File: config.mk
export PLATFORM = sky130hd
export DESIGN_NAME = regfile_scan_master
export DESIGN_NICKNAME = d
export VERILOG_FILES = /design/src/rtl/regfile_scan_master_pkg.sv /design/src/rtl/regfile_scan_master.sv
export SDC_FILE = /design/constraint.sdc
export NUM_CORES = 1
export LEC_CHECK = 0
export CAP_MARGIN = 20
export CORE_UTILIZATION = 39
export DETAILED_ROUTE_END_ITERATION = 7
export GPL_ROUTABILITY_DRIVEN = 0
export HOLD_SLACK_MARGIN = 0.02
export PLACE_DENSITY = 0.85
export SLEW_MARGIN = 15
export SYNTH_ARGS = -nofsm -noshare
export SYNTH_HDL_FRONTEND = slang
export SYNTH_SLANG_ARGS = --single-unit
File: constraint.sdc
create_clock -name clock -period 2.95 [get_ports clock]
set_clock_uncertainty 0.2 [all_clocks]
set_input_delay 0.4425 -clock clock [delete_from_list [all_inputs] [get_ports clock]]
set_output_delay 0.4425 -clock clock [all_outputs]
set_load 0.05 [all_outputs]
File: src/rtl/regfile_scan_master_pkg.sv
// Shared definitions for the register file scan master.
// Holds the controller state encoding, register file geometry and the
// command mode encoding used on the `mode` input.
`timescale 1ns/1ps
package regfile_scan_master_pkg;

  localparam int REG_AW = 5;
  localparam int REG_DW = 32;

  localparam logic MODE_DUMP = 1'b0;
  localparam logic MODE_LOAD = 1'b1;

  typedef enum logic [2:0] {
    ST_IDLE = 3'd0,
    ST_RD   = 3'd1,
    ST_SEND = 3'd2,
    ST_LOAD = 3'd3,
    ST_DONE = 3'd4
  } state_t;

endpackage

File: src/rtl/regfile_scan_master.sv
// Register file scan master: dumps a contiguous, wrapping register range onto
// a valid/ready output stream, or loads such a range from a valid/ready input
// stream through the register file write port.
//
// Ports:
//   clock, reset            rising-edge clock, async active-high reset
//   start, mode             command strobe (IDLE only), 0 = dump, 1 = load
//   first_reg, last_reg     inclusive register range, wraps modulo 32
//   a1 / rd1                register file read address / read data
//   a3, wd3, sig_RegWrite   register file write port (registered)
//   out_data/valid/ready    dump stream
//   in_data/valid/ready     load stream
//   busy, done              command in progress / one-cycle completion pulse
`timescale 1ns/1ps
module regfile_scan_master
  import regfile_scan_master_pkg::*;
#(
  parameter int NREG = 32,
  parameter int DW   = REG_DW
) (
  input  logic              clock,
  input  logic              reset,
  input  logic              start,
  input  logic              mode,
  input  logic [REG_AW-1:0] first_reg,
  input  logic [REG_AW-1:0] last_reg,
  output logic [REG_AW-1:0] a1,
  input  logic [DW-1:0]     rd1,
  output logic [REG_AW-1:0] a3,
  output logic [DW-1:0]     wd3,
  output logic              sig_RegWrite,
  output logic [DW-1:0]     out_data,
  output logic              out_valid,
  input  logic              out_ready,
  input  logic [DW-1:0]     in_data,
  input  logic              in_valid,
  output logic              in_ready,
  output logic              busy,
  output logic              done
);

  // One extra bit so a full sweep of all NREG registers is representable.
  localparam int CNT_W = $clog2(NREG) + 1;

  state_t              state, state_n;
  logic [REG_AW-1:0]   idx;
  logic [CNT_W-1:0]    cnt;
  logic                last_word;
  logic                out_hs;
  logic                in_hs;

  // Inclusive wrapping range length: the 5-bit subtraction wraps naturally,
  // so first == last gives 1 and last == first-1 gives NREG.
  function automatic logic [CNT_W-1:0] range_count(input logic [REG_AW-1:0] first,
                                                   input logic [REG_AW-1:0] last);
    logic [REG_AW-1:0] diff;
    diff = last - first;
    return CNT_W'(diff) + CNT_W'(1);
  endfunction

  assign a1        = idx;
  assign last_word = (cnt == CNT_W'(1));
  assign out_hs    = out_valid && out_ready;
  assign in_hs     = in_valid && in_ready;

  always_ff @(posedge clock or posedge reset) begin
    if (reset) state <= ST_IDLE;
    else       state <= state_n;
  end

  always_comb begin
    state_n  = state;
    in_ready = 1'b0;
    busy     = 1'b1;
    done     = 1'b0;
    case (state)
      ST_IDLE: begin
        busy = 1'b0;
        if (start) state_n = (mode == MODE_DUMP) ? ST_RD : ST_LOAD;
      end
      ST_RD:   state_n = ST_SEND;
      ST_SEND: if (out_hs) state_n = last_word ? ST_DONE : ST_RD;
      ST_LOAD: begin
        in_ready = 1'b1;
        if (in_valid) state_n = last_word ? ST_DONE : ST_LOAD;
      end
      ST_DONE: begin
        done    = 1'b1;
        state_n = ST_IDLE;
      end
      default: state_n = ST_IDLE;
    endcase
  end

  always_ff @(posedge clock or posedge reset) begin
    if (reset) begin
      idx          <= '0;
      cnt          <= '0;
      out_data     <= '0;
      out_valid    <= 1'b0;
      a3           <= '0;
      wd3          <= '0;
      sig_RegWrite <= 1'b0;
    end else begin
      // Write enable is a single-cycle pulse per accepted word.
      sig_RegWrite <= 1'b0;
      case (state)
        ST_IDLE: begin
          if (start) begin
            idx <= first_reg;
            cnt <= range_count(first_reg, last_reg);
          end
        end
        ST_RD: begin
          out_data  <= rd1;
          out_valid <= 1'b1;
        end
        ST_SEND: begin
          if (out_hs) begin
            out_valid <= 1'b0;
            if (!last_word) begin
              idx <= idx + REG_AW'(1);
              cnt <= cnt - CNT_W'(1);
            end
          end
        end
        ST_LOAD: begin
          if (in_hs) begin
            a3           <= idx;
            wd3          <= in_data;
            // r0 is hardwired; its word is consumed but never written.
            sig_RegWrite <= (idx != '0);
            if (!last_word) begin
              idx <= idx + REG_AW'(1);
              cnt <= cnt - CNT_W'(1);
            end
          end
        end
        default: ;
      endcase
    end
  end

endmodule
# Word-level counts from Yosys, hierarchy flattened
# Index checks and enable logic that the tools add are counted.
[totals]
reg_bits = 85
elab_cells = 55
inputBits = 80
out_inout_bits = 79
[op_classes]
n_reduce_logical = 10
eq_ne = 9
mux = 24
addsub = 4
[ops]
columns = ["operator", "n"]
rows = [
  ["two-way mux 6 bit", 4],
  ["two-way mux 5 bit", 4],
  ["one-hot mux 6 bit (3 select lines)", 1],
  ["two-way mux 3 bit", 5],
  ["one-hot mux 5 bit (3 select lines)", 1],
  ["one-hot mux 3 bit (4 select lines)", 1],
  ["!= test 2 bit, second input constant", 4],
  ["adder 5 x 1 -> 6 bit, second input constant", 1],
  ["== test 3 x 2 -> 1 bit, second input constant", 2],
  ["== test 6 x 1 -> 1 bit, second input constant", 1],
  ["two-way mux 1 bit", 6],
  ["subtractor 6 x 1 -> 6 bit, second input constant", 1],
  ["adder 5 x 1 -> 5 bit, second input constant", 1],
  ["nonzero test 5 bit", 1],
  ["subtractor 5 bit", 1],
  ["AND reduction 2 bit", 2],
  ["AND reduction 4 bit", 1],
  ["== test 3 x 1 -> 1 bit, second input constant", 1],
  ["== test 3 bit, second input constant", 1],
  ["zero test 3 bit", 1],
  ["AND reduction 3 bit", 1],
  ["nonzero test 3 bit", 1],
  ["logical AND 1 bit", 2],
  ["two-way mux 2 bit", 1],
  ["other kinds (2)", 2],
]

# Depth between registers and ports, before layout
[logic_depth]
depth_word = 5
depth_mapped = 9
ltp_nobuf = 9

# Worst setup path after synthesis
# No wires, ideal clock.
[synth_timing]
path_kind = "flip-flop to output port"
startpoint = "register state[2]"
endpoint = "output port done"
stages_incl_launch_ff = 2
setup_slack_ns = 0.627
required_ns = 2.308
path_buffers = 0
arrival_time_ns = 1.680
path_cell_list = "dfrtp_1 -> nor3b_1"
[synth_via]
elab_chain_cells = 2
[synth_lines]
columns = ["element", "line_no", "text"]
rows = [
  ["start: declaration", "regfile_scan_master.sv:45", "state_t state, state_n;"],
  ["start signal: assignment", "regfile_scan_master.sv:68", "else state <= state_n;"],
  ["== test 3 bit", "regfile_scan_master.sv:76", "case (state)"],
  ["two-way mux 1 bit", "regfile_scan_master.sv:76", ""],
  ["end: declaration", "regfile_scan_master.sv:39", "output logic done"],
]
# No other way between the ends.

# Worst setup path after layout
[layout_timing]
startpoint = "register state[2]"
endpoint = "output port busy"
[layout_via]
elab_chain_cells = 2
[layout_lines]
columns = ["element", "line_no", "text"]
rows = [
  ["zero test 3 bit", "regfile_scan_master.sv:76", ""],
  ["two-way mux 1 bit", "regfile_scan_master.sv:76", ""],
  ["end: declaration", "regfile_scan_master.sv:38", "output logic busy,"],
]
# No other way between the ends.

==> impl_metrics.yaml <==
run_status:
  status: "finished, final reports clean"
routing:
  firstDrtPassIters: 4
  num_vias: 2883
  postRouteAntennaNets: 0
  drt-wirelength-per-cell_um: 15.5
  wl_um: 9060
  drtIter0Drc: 72
  drc: 0
  via_per_inst: 4.93
yosys:
  synth_top_cell_by_area: "dfrtp_1"
  ys_types: 47
  synth_fp_nets: 380
  yosysSeqAreaShare: 0.552
  synth_area_leaders: "dfrtp_1, mux2_2, mux2_1"
  ys_warn_count: 0
  synth_edf_count: 0
  synthCells: 290
  synth_top_area_frac: 0.552
  syn_area_um2: 3850
  ys.flop_type: "dfrtp_1"
  synth_seq_cells: 85
  synth.avg_cell_area_um2: 13.3
  async_flop_share: 1.00
sta:
  post-route-period-util: 0.882
  slew_headroom: 0.637
  fin_hold_ws_ps: 229
  maxSlewViolCount: 0
  layout_min_cycle_time_ps: 2600
  setup_tns_ps: 0
  max_clock_freq_mhz: 384
  rsz0062_at_grt: "no"
  worst_slew_pin_slew_ps: 543
  setup_viol: 0
  hold_violations: 0
clocking:
  postCtsHoldBufs: 0
  cts_tree: "built"
  post-cts-setup-buffers: 0
  ctsRootBufferMaster: "clkbuf_8"
  clock-sinks: 85
  clock_latency_ps: 340
  cts_buffers: 9
  cts.path.max_buffers: 2
  htree_levels: 3
  clk_pin_slew_ps: 90
  post_cts_resized: 0
global_routing:
  grt-ovfl-total: 0
  grt_pass1_vias: 2973
  grt_first_pass_wirelength_um: 14200
  grt_usage: 0.179
  antenna_found_initial: 0
  grt_max_degree: 40
finish:
  nets: 541
  syn2layout_area_growth_pct: 49.4
  nFillCells: 766
  diodes: 0
  drive_gt1_frac: 0.186
  fin_cells: 585
critical_path:
  worst_setup_path_end_kind: "output port"
  arrival_ps: 1960
  required_ps: 2310
  r2r_slack_ps: 820
  crit_path_max_fanout: 7
  critPathLaunchType: "flip-flop"
  crit_type: "reg2out"
power:
  leakage_nw: 2.44
  power_frac_clock: 0.120
  p_int_mw: 3.99
  combPwrFrac: 0.602
  power.switching_mw: 3.64
  pwr-share-seq: 0.278
  powerDensity_nw_per_um2: 1320
  switching_share: 0.477
  power_mw: 7.63
  peakVddDrop_mv: 0.545
floorplanning:
  pin_count: 159
  core-area_um2: 9420
  initial_core_util: 0.409
  fp-row-count: 35
  die_y_um: 101
  die_area_um2: 10300
  die_w_um: 101
worst_hold_path:
  hold_path.class: "in2async"
placement:
  place_hpwl_um: 6920
  io_buffer_count: 158
  dp_cells: 569
run:
  maxCapViolCount: 0
-- worst paths after layout --
kind / endpoint / cells after the start / from
max: busy / 2 / state[2]
min: out_data[5] / 2 / reset
max reg2reg: wd3[24] / 6 / state[1]
min reg2reg: a3[0] / 2 / a3[0]
max in group asynchronous: out_data[19] / 3 / reset
min in group clock: a3[0] / 2 / a3[0]
-- power groups by stage --
stage	Combinational (mW)	Clock, mW	Sequential, mW
6_report	4.59	0.914	2.12
5_1_grt	4.82	0.980	2.20
4_1_cts	4.63	0.936	2.13
3_5_place_dp	4.62	0	2.15
3_3_place_gp	4.55	0	2.11
2_1_floorplan	1.34	0	3.95
-- cell families after synthesis --
group                    count (synthesis)  share of synthesized area
buffers and inverters                   27                     0.0458
flip-flops                              85                      0.552
multiplexers                            69                      0.207
XOR/XNOR                                 7                     0.0159
AND/OR/NAND/NOR                         52                     0.0756
adder cells (fa/ha/maj)                 10                     0.0344
AO/OA/AOI/OAI                           40                     0.0698
-- Yosys cell counts (2+ instances only) --
cell type  count
nor2_1        10
mux2i_1        2
ha_1           9
a21oi_1       16
nand2b_1       3
xnor2_1        5
dfrtp_1       85
mux2_1        15
buf_6          9
xor2_1         2
mux2_2        46
o22ai_1        2
a211oi_1       4
buf_2          3
nand3_1        7
nand3b_1       2
mux2_4         6
o21ai_0        8
nor3_1         2
inv_1         13
nand2_1       15
-- per-layer routing --
metal / wire [um] / global-route usage / vias to the layer above
met1: 3580 / 0.204 / 1414
met5: 0 / 0 / -
met4: 216 / 0.0858 / 0
met2: 4680 / 0.320 / 113
met3: 578 / 0.0373 / 18
li1: - / - / 1338
-- critical path, cell delays in order, from the launching register on --
cell	delay, ps
dfrtp_1	500
or3_1	400
clkdlybuf4s50_1	720
-- registers in the layout (all words and copies together) (netlist names) --
signal and flops:
wd3 32, a1 5, state 3, sig_RegWrite 1, cnt 6, a3 5, out_data 32, out_valid 1
-- through the flow --
stage	utilization	setup slack (ps)	cell area, um^2
6_report	0.612	347	5760
5_1_grt	0.612	289	5760
4_1_cts	0.612	325	5760
3_5_place_dp	0.588	129	5540
3_3_place_gp	0.588	236	5540
2_1_floorplan	-	114	3850
-- layout by cell type, fill, tap and decap left out, drive strengths merged, types with 3 or more instances in the layout --
cell type / n
clkdlybuf4s50: 157
dfrtp: 85
mux2: 67
a21oi: 17
nand2: 16
inv: 13
nor2: 11
clkbuf: 11
ha: 9
o21ai: 9
nand3: 7
buf: 6
xnor2: 5
a211oi: 4
nand2b: 3
nand3b: 3
-- final cells by class --
class | instances | area (um^2) | share of cell area
clock buffers | 11 | 141 | 0.0245
clock inverters | 5 | 83.8 | 0.0146
inverters | 14 | 53.8 | 0.00934
multi-input cells | 178 | 1550 | 0.269
flip-flops and latches | 85 | 2130 | 0.369
well taps | 129 | 161 | 0.0280
repair buffers | 163 | 1640 | 0.285
(Power assumes the default switching activity.)
==> variant (config.mk and constraints unchanged) <==
`REG_DW`: 32 -> 16.
--- a/src/rtl/regfile_scan_master_pkg.sv
+++ b/src/rtl/regfile_scan_master_pkg.sv
@@ -7,3 +7,3 @@
   localparam int REG_AW = 5;
-  localparam int REG_DW = 32;
+  localparam int REG_DW = 16;
 
Ports: changed (resized in_data, out_data, rd1 and wd3); port bits go from 159 to 95. No check against the original RTL was run, so the function may have changed too.
==> variant against the original RTL <==
  * Sequential power decreased by 38%
  * Worst setup slack improved by 0.0092 ns
  * Cell area down 35%
  * Final cell count is 32% lower
  * Global-route usage down 1.2 points
  * Fmax is 0.36% higher
  * Hold slack improved by 0.041 ns
  * Critical path depth increased by 1
  * Area after synthesis is 33% lower
  * Total power decreased by 41%
  * Routed wire length decreased by 39%
  * Sequential share of layout area shrank 1.3 points
  * Sequential cell count down 32
  * First-iteration DRC count fell by 65%
  * Largest power group unchanged
  * Highest routed layer unchanged
==> variant: results (changes against the original RTL) <==
| Metric | Value |
|---|---|
| Outcome | `complete, no violations` |
| M3 GR Usage | `0.0465 (+0.00922)` |
| Inverters | `15 (+1)` |
| Reg2Reg Depth | `4 (-2)` |
| Multi-input comb cells | `144 (-19%)` |
| NonClk Buf Share | `0.263 (-0.0219)` |
| Combinational power | `2.68 mW (-42%)` |
| Dpl cells | `388 (-32%)` |
| Met1 Track Usage GR | `0.211 (+0.00709)` |
| Worst-skew pair later-pin latency | `0.29 ns (-0.05 ns)` |
| Mux cell area share after synthesis | `0.168 (-0.0386)` |
| Final core occ | `0.582 (-0.0293)` |
| Multi-input logic area | `1150 sq um (-26%)` |
| Yosys cell types | `49 (+4.3%)` |
| Layout cells sized above 1 | `0.119 (-0.0673)` |
| R2R setup slack | `0.97 ns (+0.15 ns)` |
| Final wirelength | `5560 microns (-39%)` |
| Largest cells by area after synthesis | `dfrtp_1 (51%), mux2_1 (9.1%), mux2_2 (6.5%), ha_1 (4.3%), inv_1 (2.2%)` |
| Crit Reg-Reg Endpoint | `wd3[11]` |
| Placed instance area | `3610 sq um (-35%)` |
| CTS Buf Count | `5 (-4)` |
| Slowest stage delay, CP | `0.81 ns (+0.09 ns)` |
| IO buf count | `94 (-41%)` |
| Sw frac | `0.478 (about the same)` |
| Signal buffers | `99 (-39%)` |
| Peak VDD IR | `0.878 mV (+61%)` |
| Fill cell total of the finished layout | `536 (-30%)` |
| Post-synth top cells | `dfrtp_1 (53), mux2_1 (21), inv_1 (15), mux2_2 (15), nand2_1 (14)` |
| Syn Nets | `277 (-27%)` |
| Largest net degree at the start of global routing | `25 (-38%)` |
| Worst-path fanout max | `9 (+2)` |
| Vias in the first global route | `2,052 (-31%)` |
| Adder-cell share of the synthesized area | `0.0512 (+0.0168)` |
| Initial DRC count | `25 (-65%)` |
| Slew headroom | `0.628 (-0.00849)` |
| Final net count | `376 (-30%)` |
| Clk tree area frac | `0.0299 (-0.00916)` |
| Clock network fraction of design power | `0.109 (-0.011)` |
-- variant: changes by cell type after synthesis, moves of 5 or more --
cell     change
a21oi_1      -5
buf_6        -6
dfrtp_1     -32
mux2_1       +6
mux2_2      -31
mux2_4       -6
-- variant: layer usage --
metal,vias to the layer above,share of wire,routed length [microns]
met2,76,0.48,2670
met4,0,0.0083,46
li1,964,-,-
met1,928,0.44,2450
met3,6,0.071,396
met5,-,0,0
-- variant: stage by stage --
step                      power (mW)  worst slack (ns)  hold WS, ns
after floorplan                 3.14             0.835        0.252
after global placement          3.95             0.279        0.264
after detailed placement        4.03             0.227        0.278
after CTS                       4.53             0.341        0.286
after global routing            4.73             0.222        0.301
final                           4.48             0.356        0.270
-- variant: worst max-delay path, delay by kind of cell (launching register included) --
kind / cells / cell delay, ns
buf+inv: 1 / 0.81
flops: 1 / 0.49
simple gates: 2 / 0.35
